<file path="src/rtl/uart_core.sv">
// UART transceiver: TX/RX FIFOs with oversampled TX and RX state machines,
// run-time parity and stop-bit selection, and internal loopback.
module uart_core #(
   parameter int unsigned DATA_W     = 8,
   parameter int unsigned FIFO_DEPTH = 16,
   parameter int unsigned OVS        = 16,
   localparam int unsigned LW        = $clog2(FIFO_DEPTH) + 1
) (
   input  logic              clk_i,
   input  logic              rst_i,
   input  logic [15:0]       div_i,
   input  logic [1:0]        parity_i,
   input  logic              stop2_i,
   input  logic              loop_i,
   input  logic [DATA_W-1:0] tx_data_i,
   input  logic              tx_valid_i,
   output logic              tx_ready_o,
   output logic [DATA_W-1:0] rx_data_o,
   output logic              rx_perr_o,
   output logic              rx_ferr_o,
   output logic              rx_valid_o,
   input  logic              rx_ready_i,
   output logic              rx_ovf_o,
   input  logic              ovf_clr_i,
   output logic              tx_busy_o,
   output logic [LW-1:0]     tx_level_o,
   output logic [LW-1:0]     rx_level_o,
   output logic              tx_o,
   input  logic              rx_i
);
   localparam int unsigned AW = LW - 1;
   localparam int unsigned OW = $clog2(OVS);
   localparam int unsigned BW = $clog2(DATA_W);
   localparam int unsigned EW = DATA_W + 2;
   localparam logic [LW-1:0] Full    = LW'(FIFO_DEPTH);
   localparam logic [OW-1:0] OvsLast = OW'(OVS - 1);
   localparam logic [OW-1:0] OvsMid  = OW'(OVS / 2 - 1);
   localparam logic [BW-1:0] BitLast = BW'(DATA_W - 1);

   typedef enum logic [2:0] {TxIdle, TxStart, TxData, TxPar, TxStop} tx_state_e;
   typedef enum logic [2:0] {RxIdle, RxStart, RxData, RxPar, RxStop, RxWait} rx_state_e;

   logic [15:0]       pre_q, div_q;
   logic              tick;
   logic [DATA_W-1:0] tx_mem [FIFO_DEPTH];
   logic [LW-1:0]     tx_wp_q, tx_rp_q;
   logic              tx_wr, tx_pop, tx_line, tx_bit_end;
   logic [DATA_W-1:0] tx_head, tx_sh_q;
   tx_state_e         tx_st_q, tx_st_d;
   logic [OW-1:0]     tx_cnt_q;
   logic [BW-1:0]     tx_bit_q;
   logic              tx_par_q, tx_pen_q, tx_stop2_q;
   logic [EW-1:0]     rx_mem [FIFO_DEPTH];
   logic [LW-1:0]     rx_wp_q, rx_rp_q;
   logic              rx_push, rx_pop, rx_full, rx_wr, rx_ovf_q;
   logic [EW-1:0]     rx_head;
   logic              rx_in, rx_s1_q, rx_s_q, rx_prev_q, rx_fall, rx_bit_end, rx_perr_q;
   rx_state_e         rx_st_q, rx_st_d;
   logic [OW-1:0]     rx_cnt_q;
   logic [BW-1:0]     rx_bit_q;
   logic [DATA_W-1:0] rx_sh_q;

   // Divisor is captured on each wrap so a change only takes effect at the next one.
   assign tick = (pre_q == div_q);
   always_ff @(posedge clk_i or posedge rst_i) begin
      if (rst_i) begin
         pre_q <= '0;
         div_q <= '0;
      end else if (tick) begin
         pre_q <= '0;
         div_q <= div_i;
      end else begin
         pre_q <= pre_q + 16'd1;
      end
   end

   assign tx_level_o = tx_wp_q - tx_rp_q;
   assign tx_ready_o = (tx_level_o != Full);
   assign tx_wr      = tx_valid_i && tx_ready_o;
   assign tx_head    = tx_mem[tx_rp_q[AW-1:0]];
   assign tx_busy_o  = (tx_st_q != TxIdle) || (tx_level_o != '0);

   always_ff @(posedge clk_i) begin
      if (tx_wr) tx_mem[tx_wp_q[AW-1:0]] <= tx_data_i;
   end

   always_ff @(posedge clk_i or posedge rst_i) begin
      if (rst_i) begin
         tx_wp_q <= '0;
         tx_rp_q <= '0;
      end else begin
         if (tx_wr)  tx_wp_q <= tx_wp_q + LW'(1);
         if (tx_pop) tx_rp_q <= tx_rp_q + LW'(1);
      end
   end

   assign tx_bit_end = tick && (tx_cnt_q == OvsLast);

   always_ff @(posedge clk_i or posedge rst_i) begin
      if (rst_i) tx_st_q <= TxIdle;
      else       tx_st_q <= tx_st_d;
   end

   // STOP chains straight into START when more data is queued, so frames abut.
   always_comb begin
      tx_st_d = tx_st_q;
      case (tx_st_q)
         TxIdle:  if (tick && tx_level_o != '0) tx_st_d = TxStart;
         TxStart: if (tx_bit_end) tx_st_d = TxData;
         TxData:  if (tx_bit_end && tx_bit_q == BitLast) tx_st_d = tx_pen_q ? TxPar : TxStop;
         TxPar:   if (tx_bit_end) tx_st_d = TxStop;
         TxStop:  if (tx_bit_end && (!tx_stop2_q || tx_bit_q != '0))
                     tx_st_d = (tx_level_o != '0) ? TxStart : TxIdle;
         default: tx_st_d = TxIdle;
      endcase
   end

   assign tx_pop = (tx_st_d == TxStart) && (tx_st_q != TxStart);

   always_comb begin
      tx_line = 1'b1;
      case (tx_st_q)
         TxStart: tx_line = 1'b0;
         TxData:  tx_line = tx_sh_q[0];
         TxPar:   tx_line = tx_par_q;
         default: tx_line = 1'b1;
      endcase
   end

   assign tx_o = loop_i ? 1'b1 : tx_line;

   always_ff @(posedge clk_i or posedge rst_i) begin
      if (rst_i) begin
         tx_cnt_q   <= '0;
         tx_bit_q   <= '0;
         tx_sh_q    <= '0;
         tx_par_q   <= 1'b0;
         tx_pen_q   <= 1'b0;
         tx_stop2_q <= 1'b0;
      end else begin
         if (tx_st_q == TxIdle) tx_cnt_q <= '0;
         else if (tick)         tx_cnt_q <= tx_bit_end ? '0 : tx_cnt_q + OW'(1);
         if (tx_st_d != tx_st_q) tx_bit_q <= '0;
         else if (tx_bit_end)    tx_bit_q <= tx_bit_q + BW'(1);
         if (tx_pop) begin
            tx_sh_q    <= tx_head;
            tx_par_q   <= (^tx_head) ^ (parity_i == 2'b01);
            tx_pen_q   <= (parity_i == 2'b01) || (parity_i == 2'b10);
            tx_stop2_q <= stop2_i;
         end else if (tx_st_q == TxData && tx_bit_end) begin
            tx_sh_q <= tx_sh_q >> 1;
         end
      end
   end

   assign rx_in      = loop_i ? tx_line : rx_i;
   assign rx_fall    = rx_prev_q && !rx_s_q;
   assign rx_bit_end = tick && (rx_cnt_q == OvsLast);

   always_ff @(posedge clk_i or posedge rst_i) begin
      if (rst_i) begin
         rx_s1_q   <= 1'b1;
         rx_s_q    <= 1'b1;
         rx_prev_q <= 1'b1;
         rx_st_q   <= RxIdle;
      end else begin
         rx_s1_q   <= rx_in;
         rx_s_q    <= rx_s1_q;
         rx_prev_q <= rx_s_q;
         rx_st_q   <= rx_st_d;
      end
   end

   // A framing error parks in RxWait until the line returns high.
   always_comb begin
      rx_st_d = rx_st_q;
      case (rx_st_q)
         RxIdle:  if (rx_fall) rx_st_d = RxStart;
         RxStart: if (tick && rx_cnt_q == OvsMid) rx_st_d = rx_s_q ? RxIdle : RxData;
         RxData:  if (rx_bit_end && rx_bit_q == BitLast)
                     rx_st_d = (parity_i == 2'b01 || parity_i == 2'b10) ? RxPar : RxStop;
         RxPar:   if (rx_bit_end) rx_st_d = RxStop;
         RxStop:  if (rx_bit_end) rx_st_d = rx_s_q ? RxIdle : RxWait;
         RxWait:  if (rx_s_q) rx_st_d = RxIdle;
         default: rx_st_d = RxIdle;
      endcase
   end

   always_comb begin
      rx_push = (rx_st_q == RxStop) && rx_bit_end;
   end

   always_ff @(posedge clk_i or posedge rst_i) begin
      if (rst_i) begin
         rx_cnt_q  <= '0;
         rx_bit_q  <= '0;
         rx_sh_q   <= '0;
         rx_perr_q <= 1'b0;
      end else begin
         if (rx_st_d != rx_st_q)           rx_cnt_q <= '0;
         else if (tick && rx_st_q != RxIdle) rx_cnt_q <= (rx_cnt_q == OvsLast) ? '0 : rx_cnt_q + OW'(1);
         if (rx_st_d != rx_st_q) rx_bit_q <= '0;
         else if (rx_bit_end)    rx_bit_q <= rx_bit_q + BW'(1);
         if (rx_st_q == RxData && rx_bit_end) rx_sh_q <= {rx_s_q, rx_sh_q[DATA_W-1:1]};
         if (rx_st_q == RxStart) rx_perr_q <= 1'b0;
         else if (rx_st_q == RxPar && rx_bit_end)
            rx_perr_q <= rx_s_q ^ (^rx_sh_q) ^ (parity_i == 2'b01);
      end
   end

   assign rx_level_o = rx_wp_q - rx_rp_q;
   assign rx_valid_o = (rx_level_o != '0);
   assign rx_full    = (rx_level_o == Full);
   assign rx_pop     = rx_valid_o && rx_ready_i;
   assign rx_wr      = rx_push && (!rx_full || rx_pop);
   assign rx_head    = rx_valid_o ? rx_mem[rx_rp_q[AW-1:0]] : '0;
   assign {rx_perr_o, rx_ferr_o, rx_data_o} = rx_head;
   assign rx_ovf_o   = rx_ovf_q;

   always_ff @(posedge clk_i) begin
      if (rx_wr) rx_mem[rx_wp_q[AW-1:0]] <= {rx_perr_q, ~rx_s_q, rx_sh_q};
   end

   always_ff @(posedge clk_i or posedge rst_i) begin
      if (rst_i) begin
         rx_wp_q  <= '0;
         rx_rp_q  <= '0;
         rx_ovf_q <= 1'b0;
      end else begin
         if (rx_wr)  rx_wp_q <= rx_wp_q + LW'(1);
         if (rx_pop) rx_rp_q <= rx_rp_q + LW'(1);
         if (rx_push && !rx_wr) rx_ovf_q <= 1'b1;
         else if (ovf_clr_i)    rx_ovf_q <= 1'b0;
      end
   end
endmodule

</file>
<file path="config.mk">
export PLATFORM = sky130hd
export DESIGN_NAME = uart_core
export DESIGN_NICKNAME = d
export VERILOG_FILES = /design/src/rtl/uart_core.sv
export SDC_FILE = /design/constraint.sdc
export NUM_CORES = 1
export LEC_CHECK = 0
export BUFFER_PORTS_ARGS = -buffer_cell sky130_fd_sc_hd__buf_4
export CAP_MARGIN = 20
export CORE_ASPECT_RATIO = 0.5
export CORE_MARGIN = 2
export CORE_UTILIZATION = 50
export CTS_BUF_LIST = sky130_fd_sc_hd__clkbuf_8
export CTS_CLUSTER_DIAMETER = 30
export CTS_CLUSTER_SIZE = 12
export DETAILED_ROUTE_END_ITERATION = 12
export PLACE_DENSITY_LB_ADDON = 0.12
export SLEW_MARGIN = 20
export SYNTH_ARGS = -nofsm -noshare
export SYNTH_HDL_FRONTEND = slang
export SYNTH_SLANG_ARGS = --single-unit
</file>
<file path="constraint.sdc">
create_clock -name clk_i -period 4.2 [get_ports clk_i]
set_input_delay 1.05 -clock clk_i [delete_from_list [all_inputs] [get_ports clk_i]]
set_output_delay 1.05 -clock clk_i [all_outputs]
set_load 0.02 [all_outputs]
</file>
==> results of run 1 <==
[where the power goes]
group | internal (mW) | switching, mW
registers | 4.24 | 0.109
logic | 0.665 | 0.939
clock network | 1.41 | 1.42
[placed cells by master (no fill, tap or decap), types with 16 or more instances in the layout]
cell	instances
dfrtp_1	90
inv_1	45
clkbuf_8	51
nor3_1	16
nand2_1	95
ha_1	27
nor2_1	66
o21ai_0	16
xnor2_1	36
mux2i_1	18
edfxtp_1	288
mux4_2	62
buf_4	96
nor2b_1	20
mux2_2	19
a21oi_1	25
xor2_1	35
mux4_1	18
[state kept, by name (all words and copies together) (netlist names), 8 cells and up]
signal   count
rx_mem     160
tx_mem     128
div_q       16
pre_q       16
rx_sh_q      8
tx_sh_q      8
[per-layer routing]
metal  vias to the layer above  track usage, %  share of wire, %
met3                        41            3.58               4.4
met1                      4391            27.5                45
met2                       184            32.3                50
li1                       4041               -                 -
met4                         0            4.06               1.2
met5                         -               0                 0
[stage by stage]
step           utilization [%]  instances
2_1_floorplan                -       1019
3_3_place_gp              54.6       1500
3_5_place_dp              54.6       1500
4_1_cts                   57.7       1588
5_1_grt                   57.9       1591
6_report                  57.9       1591
[what timing repair did]
action | CTS | global route
setup endpoints to repair | 0 | 11
gates resized for setup | 0 | 8
setup buffers | 0 | 2
[worst paths after layout]
kind                             from      endpoint  slack, ps  cells past startpoint
setup / recovery           rx_wp_q[0]  rx_data_o[3]        190                     12
hold / removal                rx_s1_q        rx_s_q        360                      0
setup reg to reg           tx_rp_q[2]   tx_bit_q[2]        810                     10
hold reg to reg               rx_s1_q        rx_s_q        360                      0
max in group asynchronous       rst_i     rx_prev_q       2810                      3
min in group asynchronous       rst_i    tx_sh_q[3]        570                      2
[layout make-up]
| type | count | area, um^2 |
|---|---|---|
| clock inverters | 37 | 313 |
| multi-input cells | 553 | 5030 |
| clock buffers | 51 | 702 |
| fillers | 2536 | 13500 |
| inverters | 36 | 138 |
| flip-flops and latches | 384 | 11100 |
| well taps | 432 | 541 |
| repair buffers | 98 | 743 |
[cells in the mapped netlist (9+ instances only)]
| master | count | area share, % |
|---|---|---|
| inv_1 | 35 | 0.80 |
| and3_1 | 10 | 0.38 |
| a21oi_1 | 25 | 0.76 |
| ha_1 | 27 | 2.1 |
| xnor2_1 | 36 | 1.9 |
| mux2_2 | 19 | 1.3 |
| edfxtp_1 | 288 | 53 |
| nor2b_1 | 20 | 0.76 |
| nand2b_1 | 9 | 0.34 |
| nand2_1 | 95 | 2.2 |
| xor2_1 | 36 | 1.9 |
| mux4_2 | 62 | 8.5 |
| o21ai_0 | 16 | 0.49 |
| nor3_1 | 17 | 0.52 |
| nor2_1 | 66 | 1.5 |
| mux4_1 | 18 | 2.9 |
| nand3_1 | 14 | 0.43 |
| clkbuf_1 | 31 | 0.71 |
| dfrtp_1 | 93 | 14 |
| mux2i_1 | 18 | 1.1 |
[cells by family (layout without fill, tap and decap cells)]
logic type | after synthesis | count (layout) | synth area share, %
AO/OA/AOI/OAI | 69 | 69 | 2.75
adder cells (fa/ha/maj) | 29 | 29 | 2.30
XOR/XNOR | 74 | 74 | 4.08
flip-flops | 384 | 384 | 67.4
buffers and inverters | 82 | 222 | 2.20
AND/OR/NAND/NOR | 264 | 264 | 7.51
multiplexers | 117 | 117 | 13.8
==> key figures, run 1 <==
Status
  • Outcome: complete, no violations

Die
  • Core area: 32000 um^2
  • DIE AREA: 34400 um^2
  • Initial core utilization: a little over 50%
  • Die Y: 132 um
  • IO Count: 59
  • Die width: 260 um
  • Row count: 46

STA
  • Worst-margin pin slew: 968 ps
  • Final Hold Viols: 0
  • Final Skew: 23.5 ps
  • Final Cycle Share: 95.4%
  • Max_slew headroom: 35.4%
  • RSZ-0062 raised after global routing: no
  • Fin Setup TNS: 0 ps
  • Worst Hold Slack: 363 ps
  • Fin crit period: 4010 ps
  • Setup violators final: 0
  • FMAX: 250 MHz
  • Max Slew Vio Count: 0
  • Worst Slack Setup Final: 192 ps

Global route
  • Largest net degree at the start of global routing: 50
  • Initial antenna violation count: 0
  • Total track usage: 19.5%
  • First-pass GRT wire length: 51.3 mm
  • Vias in the first global route: between 8k and 9k
  • Grt total ovfl: 0

Flow run
  • Max cap viols: 0

Setup path
  • CP delay by family, top: adder cells
  • CP Buf/Inv Count: 4
  • Crit-path most repeated cell: nor2b_1
  • Crit path max fanout: 7
  • Cell Chain, Critical Path: inv_1, ha_1, fa_2, nor2b_1, o21ai_0, nand2b_1, xor2_2, inv_2, nor3_4, buf_6, nor2b_1, buf_4
  • Crit path required time: 3150 ps
  • WP data arrival: 2960 ps
  • Slowest-stage cell, CP: dfrtp_1
  • CP Capture Type: output pin
  • Worst path max stage delay: 380 ps
  • CP startpoint kind: flip-flop
  • Critical setup path kind: flip-flop to output pin

Synth
  • Seq/Total Area, Yosys: 67.4%
  • Post-synth EDFFs: between 200 and 300
  • Syn avg cell area: 16.1 um^2
  • Gate Count Post-Synth: 1019
  • FF+latch count, synth: roughly 380
  • Syn Std Cell Area: 16400 um^2
  • Most used DFF post-synth: edfxtp_1
  • Syn_nets: 1082
  • Yosys warning count: 0
  • Unique cell type count in the Yosys netlist: 53
  • Async set-reset flop share out of synthesis: 25.0%

Placed design
  • Post-place instance area: 17500 um^2
  • Pre-CTS setup slack: roughly 750 ps
  • DP HPWL: 20.8 mm
  • PortBufs: 58
  • Placer Congestion: 0.769

Clock network
  • Later-pin clock latency in the skew report: 590 ps
  • CTS tree: yes
  • Number of clock sinks: about 380
  • CTS root buf: clkbuf_8
  • H-tree levels: 2
  • Hold bufs inserted after CTS: 0
  • Clock transition at path regs: about 80 ps
  • CTS Buf Count: 47
  • Max clock buf depth: 3

Power
  • Pwr/cell area: 474 nW/um^2
  • P_leak: 7.16 nW
  • VDD IR max: 0.304 mV
  • Power after layout: 8.78 mW

Finish
  • Layout cells sized above 1: 23.3%
  • Number of diodes: 0
  • Design area: 18500 um^2
  • Area Growth Syn to Fin: 12.9%
  • Net count reported at finish: ~1.2k

Hold path
  • Hold Crit Class: flip-flop to flip-flop

Detailed routing
  • Total routed wirelength: around 33 mm
  • Antenna viol nets, final: 0
  • Drt via density: 5.44
  • Initial drt markers: 546
  • Number of remaining DRC errors: 0
  • Vias: 8657
  • Routed WL per cell: slightly above 20 um
  • Detailed Routing Iterations Pass 1: 5
Power figures use the tool's default switching activity.
==> inputs of run 2 (changes only) <==
--- a/config.mk
+++ b/config.mk
@@ -7,6 +7,8 @@
 export LEC_CHECK = 0
 export BUFFER_PORTS_ARGS = -buffer_cell sky130_fd_sc_hd__buf_4
 export CAP_MARGIN = 20
+export CELL_PAD_IN_SITES_DETAIL_PLACEMENT = 1
+export CELL_PAD_IN_SITES_GLOBAL_PLACEMENT = 1
 export CORE_ASPECT_RATIO = 0.5
 export CORE_MARGIN = 2
 export CORE_UTILIZATION = 50
==> run 2 against run 1 <==
  * Cell area about the same
  * Via count rose by 2.9%
  * Non-clock buffer count rose by 1
  * Sequential power is essentially flat
  * Sequential cell count is the same
  * Combinational power is 4% higher
  * Final cell count is the same
  * First-iteration DRC count is 18% lower
  * Highest routed layer unchanged
==> key figures, run 2 (synthesized netlist as in run 1, its figures left out) <==
Detailed routing
  • Vias: 8912 (was 8657)
  • Routed WL per cell: 22.5 um (was 20.5 um)
  • Total routed wirelength: 35.8 mm (was 32.7 mm)
  • Antenna viol nets, final: 0 (unchanged)
  • Drt via density: 5.60 (was 5.44)
  • Detailed Routing Iterations Pass 1: 5 (unchanged)
  • Number of remaining DRC errors: 0 (unchanged)
  • Initial drt markers: 448 (was 546)

STA
  • Worst Slack Setup Final: 153 ps (was 192 ps)
  • Fin Setup TNS: 0 ps (unchanged)
  • Setup violators final: 0 (unchanged)
  • Max Slew Vio Count: 0 (unchanged)
  • Final Hold Viols: 0 (unchanged)
  • RSZ-0062 raised after global routing: no (unchanged)
  • Final Skew: 45.7 ps (was 23.5 ps)
  • FMAX: 247 MHz (was 250 MHz)
  • Worst Hold Slack: 361 ps (was 363 ps)
  • Fin crit period: 4050 ps (was 4010 ps)
  • Max_slew headroom: 32.8% (was 35.4%)
  • Final Cycle Share: 96.3% (was 95.4%)
  • Worst-margin pin slew: 1010 ps (was 968 ps)

Die
  • DIE AREA: 34400 um^2 (unchanged)
  • Initial core utilization: 51.3% (unchanged)
  • Row count: 46 (unchanged)
  • Core area: 32000 um^2 (unchanged)
  • Die width: 260 um (unchanged)
  • IO Count: 59 (unchanged)
  • Die Y: 132 um (unchanged)

Setup path
  • Critical Path Stages: 11 (was 12)
  • Crit path max fanout: 7 (unchanged)
  • CP startpoint: rx_rp_q[0] (was rx_wp_q[0])
  • Worst R2R Start: pre_q[8] (was tx_rp_q[2])
  • Crit path required time: 3150 ps (about the same)
  • Worst path max stage delay: 500 ps (was 380 ps)
  • FF-to-FF path depth: 8 (was 10)
  • Worst R2R Setup Slack: 830 ps (was 810 ps)
  • CP delay by family, top: simple AND/OR/NAND/NOR gates (was adder cells)
  • Slowest-stage cell, CP: dfrtp_4 (was dfrtp_1)
  • Cell Chain, Critical Path: ha_2, fa_2, nor2b_2, o21ai_1, nand2b_1, xor2_2, inv_2, nor3_4, buf_6, nor2b_1, buf_4 (was inv_1, ha_1, fa_2, nor2b_1, o21ai_0, nand2b_1, xor2_2, inv_2, nor3_4, buf_6, nor2b_1, buf_4)
  • CP Capture Type: output pin (unchanged)
  • CP startpoint kind: flip-flop (unchanged)
  • WP data arrival: 3000 ps (was 2960 ps)
  • Critical setup path kind: flip-flop to output pin (unchanged)
  • CP Buf/Inv Count: 3 (was 4)

Finish
  • Most common library cell in the layout ignoring fill and taps: edfxtp_1 (unchanged)
  • Area Growth Syn to Fin: 12.9% (about the same)
  • Fillers: 3014 (was 2536)
  • Cell Count, Final, Fillers Out: 1591 (unchanged)
  • Commonest cells after routing, fill and taps aside: edfxtp_1, buf_4, nand2_1 (unchanged)
  • Net count reported at finish: 1185 (was 1183)
  • Post-layout util: 57.9% (about the same)
  • Design area: 18500 um^2 (about the same)
  • Number of diodes: 0 (unchanged)
  • Max FFs per register: 160 (unchanged)
  • Layout cells sized above 1: 23.9% (was 23.3%)

Placed design
  • Post-place instance area: 17400 um^2 (was 17500 um^2)
  • DP HPWL: 23.2 mm (was 20.8 mm)
  • PortBufs: 58 (unchanged)
  • Pre-CTS setup slack: 627 ps (was 753 ps)
  • DP Cell Count: 1496 (was 1500)
  • Placer Congestion: 0.765 (was 0.769)

Hold path
  • Hold Crit Class: flip-flop to flip-flop (unchanged)
  • Worst Hold Depth: 0 (unchanged)
  • Worst Hold Launch: rx_s1_q (unchanged)

Clock network
  • CTS Buf Count: 48 (was 47)
  • CTS root buf: clkbuf_8 (unchanged)
  • Max clock buf depth: 3 (unchanged)
  • Number of clock sinks: 384 (unchanged)
  • H-tree levels: 2 (unchanged)
  • Clock transition at path regs: 70 ps (was 80 ps)
  • Later-pin clock latency in the skew report: 620 ps (was 590 ps)
  • CTS tree: yes (unchanged)

Global route
  • Grt total ovfl: 0 (unchanged)
  • Largest net degree at the start of global routing: 62 (was 50)
  • Initial antenna violation count: 0 (unchanged)
  • Vias in the first global route: 9819 (was 8912)
  • First-pass GRT wire length: 56.2 mm (was 51.3 mm)
  • Total track usage: 21.5% (was 19.5%)

Power
  • Power after layout: 8.83 mW (was 8.78 mW)
  • Pwr/cell area: 477 nW/um^2 (was 474 nW/um^2)
  • VDD IR max: 0.313 mV (was 0.304 mV)
  • P_leak: 7.14 nW (was 7.16 nW)

Status
  • Outcome: complete, no violations (unchanged)

Flow run
  • Max cap viols: 0 (unchanged)
## run 2: what timing repair did
action / 4_1_cts / 5_1_grt
gates cloned: 0 / 1
setup buffers: 2 / 5
hold buffers: 0 / 0
pin swaps: 0 / 2
setup endpoints to repair: 11 / 12
resized for setup: 2 / 12
## run 2: path summary, 6_finish.rpt
| kind | endpoint |
|---|---|
| min in group asynchronous | rx_rp_q[0] |
| worst max-delay path | rx_data_o[7] |
| worst min-delay path | rx_s_q |
| worst max register to register | tx_sh_q[0] |
| max in group asynchronous | div_q[11] |
| worst min register to register | rx_s_q |
## run 2: worst register-to-register path, stage by stage, from the launching register on
cell and delay, ps:
dfrtp_1 450, xor2_1 170, nor4_1 380, nand4_1 280
buf_4 350, nor2b_1 590, nand3_2 380, mux2_2 370
mux2_2 250
## run 2: layer usage
metal | track usage (%) | share of wire (%) | wire length (um)
met1 | 28.0 | 44 | 15600
met2 | 37.2 | 50 | 18000
met3 | 4.08 | 3.9 | 1410
met4 | 5.65 | 1.9 | 675
met5 | 0 | 0 | 0
## run 2: power breakdown
part	total [mW]	internal [mW]	switching, mW
registers	4.35	4.25	0.105
logic	1.66	0.699	0.957
clock network	2.83	1.36	1.47
## run 2: area by class of cell
class	instances	area (um^2)	share of cell area [%]
Sequential cell	384	11100	59.7
Clock inverter	36	298	1.61
Multi-Input combinational cell	553	5030	27.1
Inverter	36	138	0.743
Clock buffer	51	702	3.79
Timing Repair Buffer	99	763	4.12
Tap cell	432	541	2.92
==> inputs of run 3 (changes only) <==
--- a/config.mk
+++ b/config.mk
@@ -16,7 +16,7 @@
 export CTS_CLUSTER_DIAMETER = 30
 export CTS_CLUSTER_SIZE = 12
 export DETAILED_ROUTE_END_ITERATION = 12
-export PLACE_DENSITY_LB_ADDON = 0.12
+export PLACE_DENSITY_LB_ADDON = 0.1
 export SLEW_MARGIN = 20
 export SYNTH_ARGS = -nofsm -noshare
 export SYNTH_HDL_FRONTEND = slang
==> run 3 against run 2 <==
  * Sequential cell count stayed put
  * First-iteration DRC count is 1.3% lower
  * Clock skew is 25 ps lower
  * Clock power is 12% higher
  * Register-to-register slack worse by 290 ps
  * Wire length is 1.6% lower
  * Largest cell class unchanged
  * Cell area is 0.34% higher
  * Critical path type unchanged
  * Via count is 1.4% lower
==> key figures, run 3 (synthesized netlist as in run 1, its figures left out) <==
Finish
  • Max FFs per register: 160 (unchanged)
  • Most common library cell in the layout ignoring fill and taps: edfxtp_1 (unchanged)
  • Commonest cells after routing, fill and taps aside: edfxtp_1, nand2_1, buf_4 (was edfxtp_1, buf_4, nand2_1)
  • Layout cells sized above 1: 22.9% (was 23.9%)
  • Net count reported at finish: 1180 (was 1185)
  • Area Growth Syn to Fin: 13.3% (was 12.9%)
  • Number of diodes: 0 (unchanged)

Power
  • P_leak: 7.18 nW (was 7.14 nW)
  • Power after layout: 9.11 mW (was 8.83 mW)
  • Sw Share: 27.3% (was 28.7%)
  • Switching power: 2.49 mW (was 2.53 mW)
  • Clock network fraction of total power: 34.6% (was 32.0%)
  • Pwr/cell area: 490 nW/um^2 (was 477 nW/um^2)
  • Flop pwr share: 47.7% (was 49.2%)
  • Pint: 6.63 mW (was 6.30 mW)
  • Share of total power in combinational logic: 17.6% (was 18.7%)
  • VDD IR max: 0.298 mV (was 0.313 mV)

Die
  • Die Y: 132 um (unchanged)
  • Row count: 46 (unchanged)
  • IO Count: 59 (unchanged)
  • Core area: 32000 um^2 (unchanged)
  • DIE AREA: 34400 um^2 (unchanged)
  • Initial core utilization: 51.3% (unchanged)
  • Die width: 260 um (unchanged)

Setup path
  • CP Capture Type: output pin (unchanged)
  • Slowest-stage cell, CP: fa_1 (was dfrtp_4)
  • Critical setup path kind: flip-flop to output pin (unchanged)
  • Crit path required time: 3150 ps (about the same)
  • CP Buf/Inv Count: 4 (was 3)
  • Worst path max stage delay: 410 ps (was 500 ps)
  • CP delay by family, top: adder cells (was simple AND/OR/NAND/NOR gates)
  • CP startpoint kind: flip-flop (unchanged)
  • Cell Chain, Critical Path: inv_1, ha_1, fa_1, nor2b_1, o21ai_0, nand2b_1, xor2_1, inv_1, nor3_2, buf_6, nor2b_1, buf_4 (was ha_2, fa_2, nor2b_2, o21ai_1, nand2b_1, xor2_2, inv_2, nor3_4, buf_6, nor2b_1, buf_4)
  • WP data arrival: 2960 ps (was 3000 ps)
  • Crit path max fanout: 14 (was 7)

STA
  • Final Skew: 20.8 ps (was 45.7 ps)
  • Max_slew headroom: 32.9% (was 32.8%)
  • Setup violators final: 0 (unchanged)
  • Worst-margin pin slew: 1010 ps (about the same)
  • Final Hold Viols: 0 (unchanged)
  • Final Cycle Share: 95.4% (was 96.3%)
  • Max Slew Vio Count: 0 (unchanged)
  • Fin crit period: 4010 ps (was 4050 ps)
  • RSZ-0062 raised after global routing: no (unchanged)
  • FMAX: 250 MHz (was 247 MHz)
  • Fin Setup TNS: 0 ps (unchanged)

Placed design
  • PortBufs: 58 (unchanged)
  • Placer Congestion: 0.812 (was 0.765)
  • DP HPWL: 23.3 mm (was 23.2 mm)

Detailed routing
  • Antenna viol nets, final: 0 (unchanged)
  • Routed WL per cell: 22.2 um (was 22.5 um)
  • Number of remaining DRC errors: 0 (unchanged)
  • Total routed wirelength: 35.2 mm (was 35.8 mm)
  • Drt via density: 5.54 (was 5.60)
  • Vias: 8784 (was 8912)
  • Detailed Routing Iterations Pass 1: 5 (unchanged)
  • Initial drt markers: 442 (was 448)

Clock network
  • CTS tree: yes (unchanged)
  • CTS Buf Count: 48 (unchanged)
  • CTS root buf: clkbuf_8 (unchanged)
  • Max clock buf depth: 3 (unchanged)
  • Number of clock sinks: 384 (unchanged)
  • Later-pin clock latency in the skew report: 590 ps (was 620 ps)
  • Clock transition at path regs: 70 ps (about the same)
  • H-tree levels: 2 (unchanged)

Global route
  • First-pass GRT wire length: 56.1 mm (was 56.2 mm)
  • Vias in the first global route: 9709 (was 9819)
  • Largest net degree at the start of global routing: 52 (was 62)
  • Total track usage: 21.5% (about the same)
  • Initial antenna violation count: 0 (unchanged)
  • Grt total ovfl: 0 (unchanged)

Hold path
  • Hold Crit Class: flip-flop to flip-flop (unchanged)

Status
  • Outcome: complete, no violations (unchanged)

Flow run
  • Max cap viols: 0 (unchanged)
run 3: changes by cell type in the layout (fill, tap and decap cells not counted), moves of 2 or more:
cell        previous run  this run
buf_4                 96        92
bufinv_16              3         9
clkinv_4               4         1
clkinvlp_4             6         4
inv_1                 41        44
inv_2                  3         1
run 3: per-layer routing:
layer  track usage (%)  vias to the layer above  routed length [um]
li1                  -                     4043                   -
met1              28.3                     4562               15300
met2              37.1                      123               18000
met3              4.09                       56                1300
met4              5.21                        0                 633
met5                 0                        -                   0
run 3: worst paths after layout:
kind                                 start            to  slack [ps]  cells past startpoint
worst max-delay path            rx_wp_q[0]  rx_data_o[1]         190                     12
min in group asynchronous            rst_i    rx_wp_q[3]         570                      2
worst max register to register  tx_rp_q[2]   tx_bit_q[1]         540                     10
worst min register to register     rx_s1_q        rx_s_q         360                      0
worst min-delay path               rx_s1_q        rx_s_q         360                      0
max in group asynchronous            rst_i      div_q[7]        2760                      3
run 3: timing repair:
item | in CTS | in global routing
hold buffers | 0 | 0
setup buffers | 0 | 1
setup endpoints to repair | 0 | 11
resized for setup | 0 | 1
run 3: final cells by class:
cell class                      count  area, um^2
Clock buffer                       51         702
Clock inverter                     36         427
Fill cell                        2983       13400
Inverter                           36         138
Multi-Input combinational cell    553        5010
Sequential cell                   384       11100
Tap cell                          432         541
Timing Repair Buffer               94         722
run 3: power by group through the flow:
stage | clock, mW | combinational (mW) | sequential [mW]
after CTS | 3.25 | 1.64 | 4.35
after detailed placement | 0 | 1.64 | 4.44
final | 3.16 | 1.61 | 4.35
after global routing | 3.39 | 1.76 | 4.37
after global placement | 0 | 1.60 | 4.42
after floorplan | 0 | 1.11 | 4.37
run 3: stage by stage:
stage          worst slack [ps]  hold WS [ps]  instance area (um^2)  util, %  std cells
6_report                    193           362                 18600     58.1       1586
5_1_grt                    5.62           367                 18600     58.1       1586
4_1_cts                    77.3           365                 18600     58.1       1585
3_5_place_dp                470           354                 17500     54.6       1498
3_3_place_gp                616           351                 17500     54.6       1498
2_1_floorplan               403           345                 16400        -       1019
